## config.mk

```make
export PLATFORM = sky130hd
export DESIGN_NAME = ixu_mc_issue_queue
export DESIGN_NICKNAME = d
export VERILOG_FILES = /design/src/rtl/ixu_pkg.sv /design/src/rtl/ixu_iq_select.sv /design/src/rtl/ixu_mc_issue_queue.sv
export SDC_FILE = /design/constraint.sdc
export NUM_CORES = 1
export LEC_CHECK = 0
export ABC_CLOCK_PERIOD_IN_PS = 4200
export BUFFER_PORTS_ARGS = -buffer_cell sky130_fd_sc_hd__buf_2
export CAP_MARGIN = 20
export CORE_ASPECT_RATIO = 0.8
export CORE_MARGIN = 2
export CORE_UTILIZATION = 28
export CTS_CLUSTER_SIZE = 16
export DETAILED_ROUTE_END_ITERATION = 16
export MAX_ROUTING_LAYER = met4
export SYNTH_ARGS = -nofsm -noshare
export SYNTH_HDL_FRONTEND = slang
export SYNTH_SLANG_ARGS = --single-unit
```

## constraint.sdc

```tcl
create_clock -name core_clock_i -period 4.2 [get_ports core_clock_i]
set_input_delay 0.21 -clock core_clock_i [delete_from_list [all_inputs] [get_ports core_clock_i]]
set_output_delay 0.21 -clock core_clock_i [all_outputs]
set_load 0.005 [all_outputs]
```

## src/rtl/ixu_pkg.sv

```systemverilog
// Shared IXU types: issue-queue entry layout and the issue word width that the
// multi-cycle pipe's data_i decode also relies on.
package ixu_pkg;

    localparam int IXU_ISSUE_W = 18;
    localparam int IXU_TAG_W   = 6;

    typedef struct packed {
        logic                 valid;
        logic [IXU_TAG_W-1:0] rob;
        logic [IXU_TAG_W-1:0] rs1;
        logic                 rs1_rdy;
        logic [IXU_TAG_W-1:0] rs2;
        logic                 rs2_rdy;
        logic                 is_div;
    } iq_entry_t;

endpackage

```

## src/rtl/ixu_iq_select.sv

```systemverilog
// Lowest-index priority encoder shared by the IXU issue queues; slot 0 is the
// oldest entry, so the lowest set request is the oldest ready micro-op.
module ixu_iq_select #(
    parameter int DEPTH = 8
) (
    input  logic [DEPTH-1:0]         req,
    output logic                     found,
    output logic [$clog2(DEPTH)-1:0] idx
);

    always_comb begin
        found = 1'b0;
        idx   = '0;
        for (int i = DEPTH - 1; i >= 0; i--) begin
            if (req[i]) begin
                found = 1'b1;
                idx   = ($clog2(DEPTH))'(i);
            end
        end
    end

endmodule

```

## src/rtl/ixu_mc_issue_queue.sv

```systemverilog
// Collapsing, age-ordered issue queue for the IXU multi-cycle pipe. Issues the
// oldest entry with both sources ready and holds off behind an in-flight divide.
module ixu_mc_issue_queue
    import ixu_pkg::*;
#(
    parameter int DEPTH      = 8,
    parameter int NUM_WAKEUP = 3
) (
    input  logic                            core_clock_i,
    input  logic                            core_reset_i,
    input  logic                            core_flush_i,
    input  logic                            enq_valid_i,
    output logic                            enq_ready_o,
    input  logic [IXU_TAG_W-1:0]            enq_rob_i,
    input  logic [IXU_TAG_W-1:0]            enq_rs1_i,
    input  logic [IXU_TAG_W-1:0]            enq_rs2_i,
    input  logic                            enq_rs1_rdy_i,
    input  logic                            enq_rs2_rdy_i,
    input  logic                            enq_is_div_i,
    input  logic [IXU_TAG_W*NUM_WAKEUP-1:0] wakeup_dest_i,
    input  logic [NUM_WAKEUP-1:0]           wakeup_valid_i,
    output logic [IXU_ISSUE_W-1:0]          data_o,
    output logic                            valid_o,
    input  logic                            busy_i,
    output logic [$clog2(DEPTH):0]          occupancy_o
);

    localparam int IDX_W = $clog2(DEPTH);
    localparam int CNT_W = IDX_W + 1;

    iq_entry_t        entries     [DEPTH];
    iq_entry_t        woken       [DEPTH];
    iq_entry_t        entries_nxt [DEPTH];
    iq_entry_t        enq_entry;
    logic [CNT_W-1:0] occupancy;
    logic [CNT_W-1:0] ins_idx;
    logic             div_inflight;
    logic [DEPTH-1:0] issue_req;
    logic             found;
    logic [IDX_W-1:0] sel_idx;
    logic             issue_fire;
    logic             enq_fire;

    // Tag 0 is x0 and never broadcast as a real producer, so it is ignored here.
    function automatic logic tag_woken(input logic [IXU_TAG_W-1:0]            tag,
                                       input logic [IXU_TAG_W*NUM_WAKEUP-1:0] dest,
                                       input logic [NUM_WAKEUP-1:0]           vld);
        logic hit;
        hit = 1'b0;
        for (int b = 0; b < NUM_WAKEUP; b++) begin
            if (vld[b] && dest[b*IXU_TAG_W +: IXU_TAG_W] != '0 &&
                dest[b*IXU_TAG_W +: IXU_TAG_W] == tag) begin
                hit = 1'b1;
            end
        end
        return hit;
    endfunction

    always_comb begin
        for (int i = 0; i < DEPTH; i++) begin
            issue_req[i] = entries[i].valid & entries[i].rs1_rdy & entries[i].rs2_rdy;
        end
    end

    ixu_iq_select #(.DEPTH(DEPTH)) u_select (
        .req   (issue_req),
        .found (found),
        .idx   (sel_idx)
    );

    // Select sees only registered ready bits, so a same-cycle wakeup waits a cycle.
    assign valid_o     = found & (~div_inflight | ~busy_i);
    assign issue_fire  = valid_o;
    assign data_o      = {entries[sel_idx].rs2, entries[sel_idx].rs1, entries[sel_idx].rob};
    assign enq_ready_o = occupancy < CNT_W'(DEPTH);
    assign enq_fire    = enq_valid_i & enq_ready_o;
    assign ins_idx     = occupancy - CNT_W'(issue_fire);
    assign occupancy_o = occupancy;

    always_comb begin
        for (int i = 0; i < DEPTH; i++) begin
            woken[i] = entries[i];
            if (entries[i].valid) begin
                if (tag_woken(entries[i].rs1, wakeup_dest_i, wakeup_valid_i)) woken[i].rs1_rdy = 1'b1;
                if (tag_woken(entries[i].rs2, wakeup_dest_i, wakeup_valid_i)) woken[i].rs2_rdy = 1'b1;
            end
        end

        enq_entry.valid   = 1'b1;
        enq_entry.rob     = enq_rob_i;
        enq_entry.rs1     = enq_rs1_i;
        enq_entry.rs2     = enq_rs2_i;
        enq_entry.is_div  = enq_is_div_i;
        enq_entry.rs1_rdy = enq_rs1_rdy_i | (enq_rs1_i == '0) |
                            tag_woken(enq_rs1_i, wakeup_dest_i, wakeup_valid_i);
        enq_entry.rs2_rdy = enq_rs2_rdy_i | (enq_rs2_i == '0) |
                            tag_woken(enq_rs2_i, wakeup_dest_i, wakeup_valid_i);

        // Wakeup is applied before the collapse, so it follows entries by value.
        for (int i = 0; i < DEPTH - 1; i++) begin
            entries_nxt[i] = (issue_fire && IDX_W'(i) >= sel_idx) ? woken[i+1] : woken[i];
        end
        entries_nxt[DEPTH-1] = issue_fire ? '0 : woken[DEPTH-1];

        if (enq_fire) begin
            for (int i = 0; i < DEPTH; i++) begin
                if (CNT_W'(i) == ins_idx) entries_nxt[i] = enq_entry;
            end
        end
    end

    always_ff @(posedge core_clock_i) begin
        if (core_reset_i || core_flush_i) begin
            for (int i = 0; i < DEPTH; i++) entries[i] <= '0;
            occupancy    <= '0;
            div_inflight <= 1'b0;
        end else begin
            for (int i = 0; i < DEPTH; i++) entries[i] <= entries_nxt[i];
            occupancy <= occupancy + CNT_W'(enq_fire) - CNT_W'(issue_fire);
            // A divide issued in the divider-done cycle must re-arm the gate.
            if (issue_fire && entries[sel_idx].is_div) begin
                div_inflight <= 1'b1;
            end else if (div_inflight && !busy_i) begin
                div_inflight <= 1'b0;
            end
        end
    end

endmodule

```

==> impl_summary.md <==
Synthesis
For this run, the number of Yosys warnings is 0. Sequential elements use 26.13% of the synthesized area. The summed instance area of the synthesized netlist is roughly 0.014 mm². When the netlist entered floorplanning its net count stood at around 1800. The mean post-synth cell area is about 7.8 µm². In this run, synthesis inferred 0 flip-flops with an integrated enable. In this run, synthesis produced a sequential element count of roughly 180.

The primary flip-flop cell chosen by synthesis mapping is sky130_fd_sc_hd__dfxtp_1. The number of different library cells used by synthesis comes to 54. Synthesis produced between 1500 and 2000 cells. The async set-or-reset flop fraction in the synthesized netlist is 0%.

Pwr
In this run the power spent charging and discharging nets is approximately 1200 µW. The combinational fraction of design power is 13.6%. The share of power burned in registers is roughly 44%. Power spread over the standard cell area amounts to 266.3 mW/mm². The internal power of the cells totals about 2800 µW. The static power due to leakage is between 0.005 and 0.006 µW. The clock network is responsible for 41.9% of the overall power. The design draws between 3000 and 4000 µW. The worst supply voltage drop on vdd is 0.2960 mV. The switching power share of the total is 30.32%.

Critical path
The flop-to-flop setup slack is about 0.58 ns. The worst register-to-register path begins at entries[0][21]. STA classifies the critical path endpoint as an output pin. The type of origin of the critical path is a flip-flop.

STA puts the critical path data required time at about 4.0 ns. The worst register-to-register path ends at entries[1][1]. The type of the worst setup path is reg2out. Of all nets on the critical path, the largest fanout is 20.

In this run the worst setup path begins at entries[0][21]. The signal arrival time at the worst endpoint is 3.43 ns. The depth of the most critical reg-to-reg path is 13. In this run the worst setup path terminates at data_o[15].

Timing
The final count of hold timing violations was 0. Setup violations remaining at the end of the flow were counted as 0. The actual slew at the worst max-slew pin is between 1 and 1.5 ns. Setup repair after global routing left no endpoint under its margin. Across all hold checks on the routed design, the worst slack comes to around 0.086 ns. The final cycle utilization of the critical path is approximately 87%. The number of max-slew violations in the final report is 0. The worst-case clock skew is 0.01215 ns.

The fmax is roughly 270 MHz. The minimum period implied by the final worst setup slack is between 3 and 4 ns. Measured against its own limit, the worst slew margin works out to between 10% and 20%. The total negative setup slack is 0 ns.

CTS
The clock tree synthesis step divided the H-tree into 4 levels. Clock latency on the worst-skew pair, taken at its later pin, is ~0.45 ns. The clock input transition at the sequential cells of the worst setup and hold paths is ~0.08 ns. CTS placed an instance of sky130_fd_sc_hd__clkbuf_16 at the clock tree root. Post-CTS repair changed the size of 0 cells. TritonCTS built the clock tree. The worst-case clock buffer depth is 2.

The count of hold-fix buffers inserted at cts is 0. Post-CTS timing repair inserted 0 buffers for setup. The number of sinks handled by clock tree synthesis is 181.

Counting the buffers created by CTS gives 17.

Place
Including well taps, the total number of placed cells is 2280. The standard cell area after detailed placement is 0.01428 mm². The congestion estimate from routability-driven global placement came to between 0.9 and 1. The count of buffers added on input and output ports is 70. Once detailed placement completed, the half-perimeter wirelength came to between 30 and 40 mm.

Drt
The routed design has 51.71 mm of wire. After detailed routing, the number of remaining DRC violations is 0. After the first detailed-routing iteration, the DRC count stood at between 1000 and 1500. The detail-routed via count per cell is 5.610. The final routed wire length divided by cell count is between 20 and 25 µm. The post-route antenna net violation count is 0. The number of vias in the routed layout is 12970. The first detailed-routing pass took 6 iterations.

Final layout
The repair_antennas step left the layout with diodes totalling 0. Excluding fillers, the count of instances in the completed layout stands at around 2300. Leaving out fill and tap cells, the most frequent cells in the layout are sky130_fd_sc_hd__xor2_1, sky130_fd_sc_hd__nand2_1, sky130_fd_sc_hd__dfxtp_1, sky130_fd_sc_hd__mux2i_1, sky130_fd_sc_hd__nor2_1.

The fraction of final layout cells with drive strength greater than 1 is 10.04%. After the last flow step, the layout net total stands at 1726. The cell area after layout is roughly 0.015 mm². Leaving out fill and tap cells, the most frequent cell in the layout is sky130_fd_sc_hd__xor2_1. The layout overhead on the synthesized area is 7.227%.

Die
Once the floorplan was initialized, standard cells occupied between 20% and 30% of the core. The floorplan has 72 rows. The full die area is slightly above 0.05 mm². The horizontal die dimension is between 200 and 300 µm.

The area of the core is slightly below 0.05 mm². The I/O pin count is 71. The overall die height is between 200 and 250 µm.

Global route
The number of global-route vias before repair is 12510. The global route total overflow is 0. The first global-routing pass estimated ~80 mm of wire. Across every metal layer, demand over resource in global routing totals 20.55%. The initial antenna violation count is 0. Entering global routing, the biggest net connects between 80 and 90 pins.

Status
The run finished with clean final reports.

Min path
The origin of the worst min-delay path is enq_rob_i[1]. The worst hold path belongs to the class in2reg.

Flow run
The total of max-cap violations is 0.
-- how the worst min path moves through the flow --
stage,to,slack (ns),depth (start not counted)
finish,entries[7][16],0.09,3
detailed placement,entries[7][16],0.48,2
global placement,entries[7][16],0.48,2
floorplan,entries[7][0],0.46,2
global route,entries[7][16],0.09,3
CTS,entries[7][0],0.07,3
-- flip-flops by register name (all words and copies together) (netlist names) --
name / count
div_inflight: 1
entries: 176
occupancy_o: 4
-- kinds of logic after synthesis --
family / Yosys count / share of synthesized area (%)
and+or+nand+nor: 571 / 19.33
xor gates and xnor gates: 328 / 20.71
AOI/OAI and AO/OA: 287 / 13.52
buffers and inverters: 262 / 8.535
DFF: 181 / 26.13
muxes: 151 / 10.90
adders and majority gates: 9 / 0.8661
-- power groups by stage --
stage	registers [µW]	logic, µW	clock network, µW
2_1_floorplan	1780	379	0
3_3_place_gp	1800	517	0
3_5_place_dp	1800	527	0
4_1_cts	1760	529	1670
5_1_grt	1760	573	1740
6_report	1760	540	1660
-- worst max-delay path, stage by stage, from the launching register on --
cell	delay (ns)
sky130_fd_sc_hd__dfxtp_1	0.35
sky130_fd_sc_hd__and3_1	0.32
sky130_fd_sc_hd__nor4_4	0.60
sky130_fd_sc_hd__o21a_2	0.56
sky130_fd_sc_hd__buf_4	0.32
sky130_fd_sc_hd__nand2_1	0.08
sky130_fd_sc_hd__nand3_1	0.09
sky130_fd_sc_hd__nand2_1	0.05
sky130_fd_sc_hd__o21ai_0	0.38
sky130_fd_sc_hd__buf_2	0.22
-- per-layer routing --
metal / vias up / global-route usage, % / part of all wire [%]
met3: 141 / 2.987 / 7.7
met4: 0 / 9.087 / 4.1
met5: - / - / 0
met1: 6315 / 27.05 / 44
li1: 5892 / - / -
met2: 623 / 31.18 / 44
-- through the flow --
step,util [%],worst slack (ns)
floorplan,-,0.9994
global placement,29.32,0.7614
global route,30.57,0.3041
CTS,30.57,0.6127
detailed placement,29.36,0.6589
finish,30.57,0.5569
-- synthesized netlist by cell type (all sizes together), types with 2 or more instances --
library cell | count | share of area [%]
a31o | 10 | 0.63
clkbuf | 156 | 4.2
nor3 | 2 | 0.072
nor4 | 57 | 2.7
nor2 | 118 | 3.2
nand3 | 115 | 4.2
a31oi | 6 | 0.27
o31a | 5 | 0.32
a22oi | 2 | 0.14
a21oi | 77 | 2.8
dfxtp | 181 | 26
and3 | 13 | 0.59
o22ai | 10 | 0.45
nand2 | 195 | 5.3
a41oi | 5 | 0.32
o21ai | 58 | 2.2
or2 | 2 | 0.090
or4 | 3 | 0.16
a311oi | 6 | 0.38
xor2 | 218 | 14
buf | 97 | 4.1
ha | 8 | 0.72
a211oi | 95 | 5.1
a21o | 8 | 0.43
inv | 9 | 0.24
mux2i | 151 | 11
nand4 | 50 | 2.3
and4 | 2 | 0.13
nand2b | 6 | 0.27
xnor2 | 110 | 6.9
and2 | 4 | 0.18
-- final cells by class --
class	count	area, µm²
fillers	5125	33780
multi-input cells	1346	9139
flip-flops and latches	181	3623
well taps	629	787.0
repair buffers	115	700.7
clock buffers	18	429.2
clock inverters	14	157.7
inverters	9	33.78
Note: power is estimated with default switching activity, not from simulation.
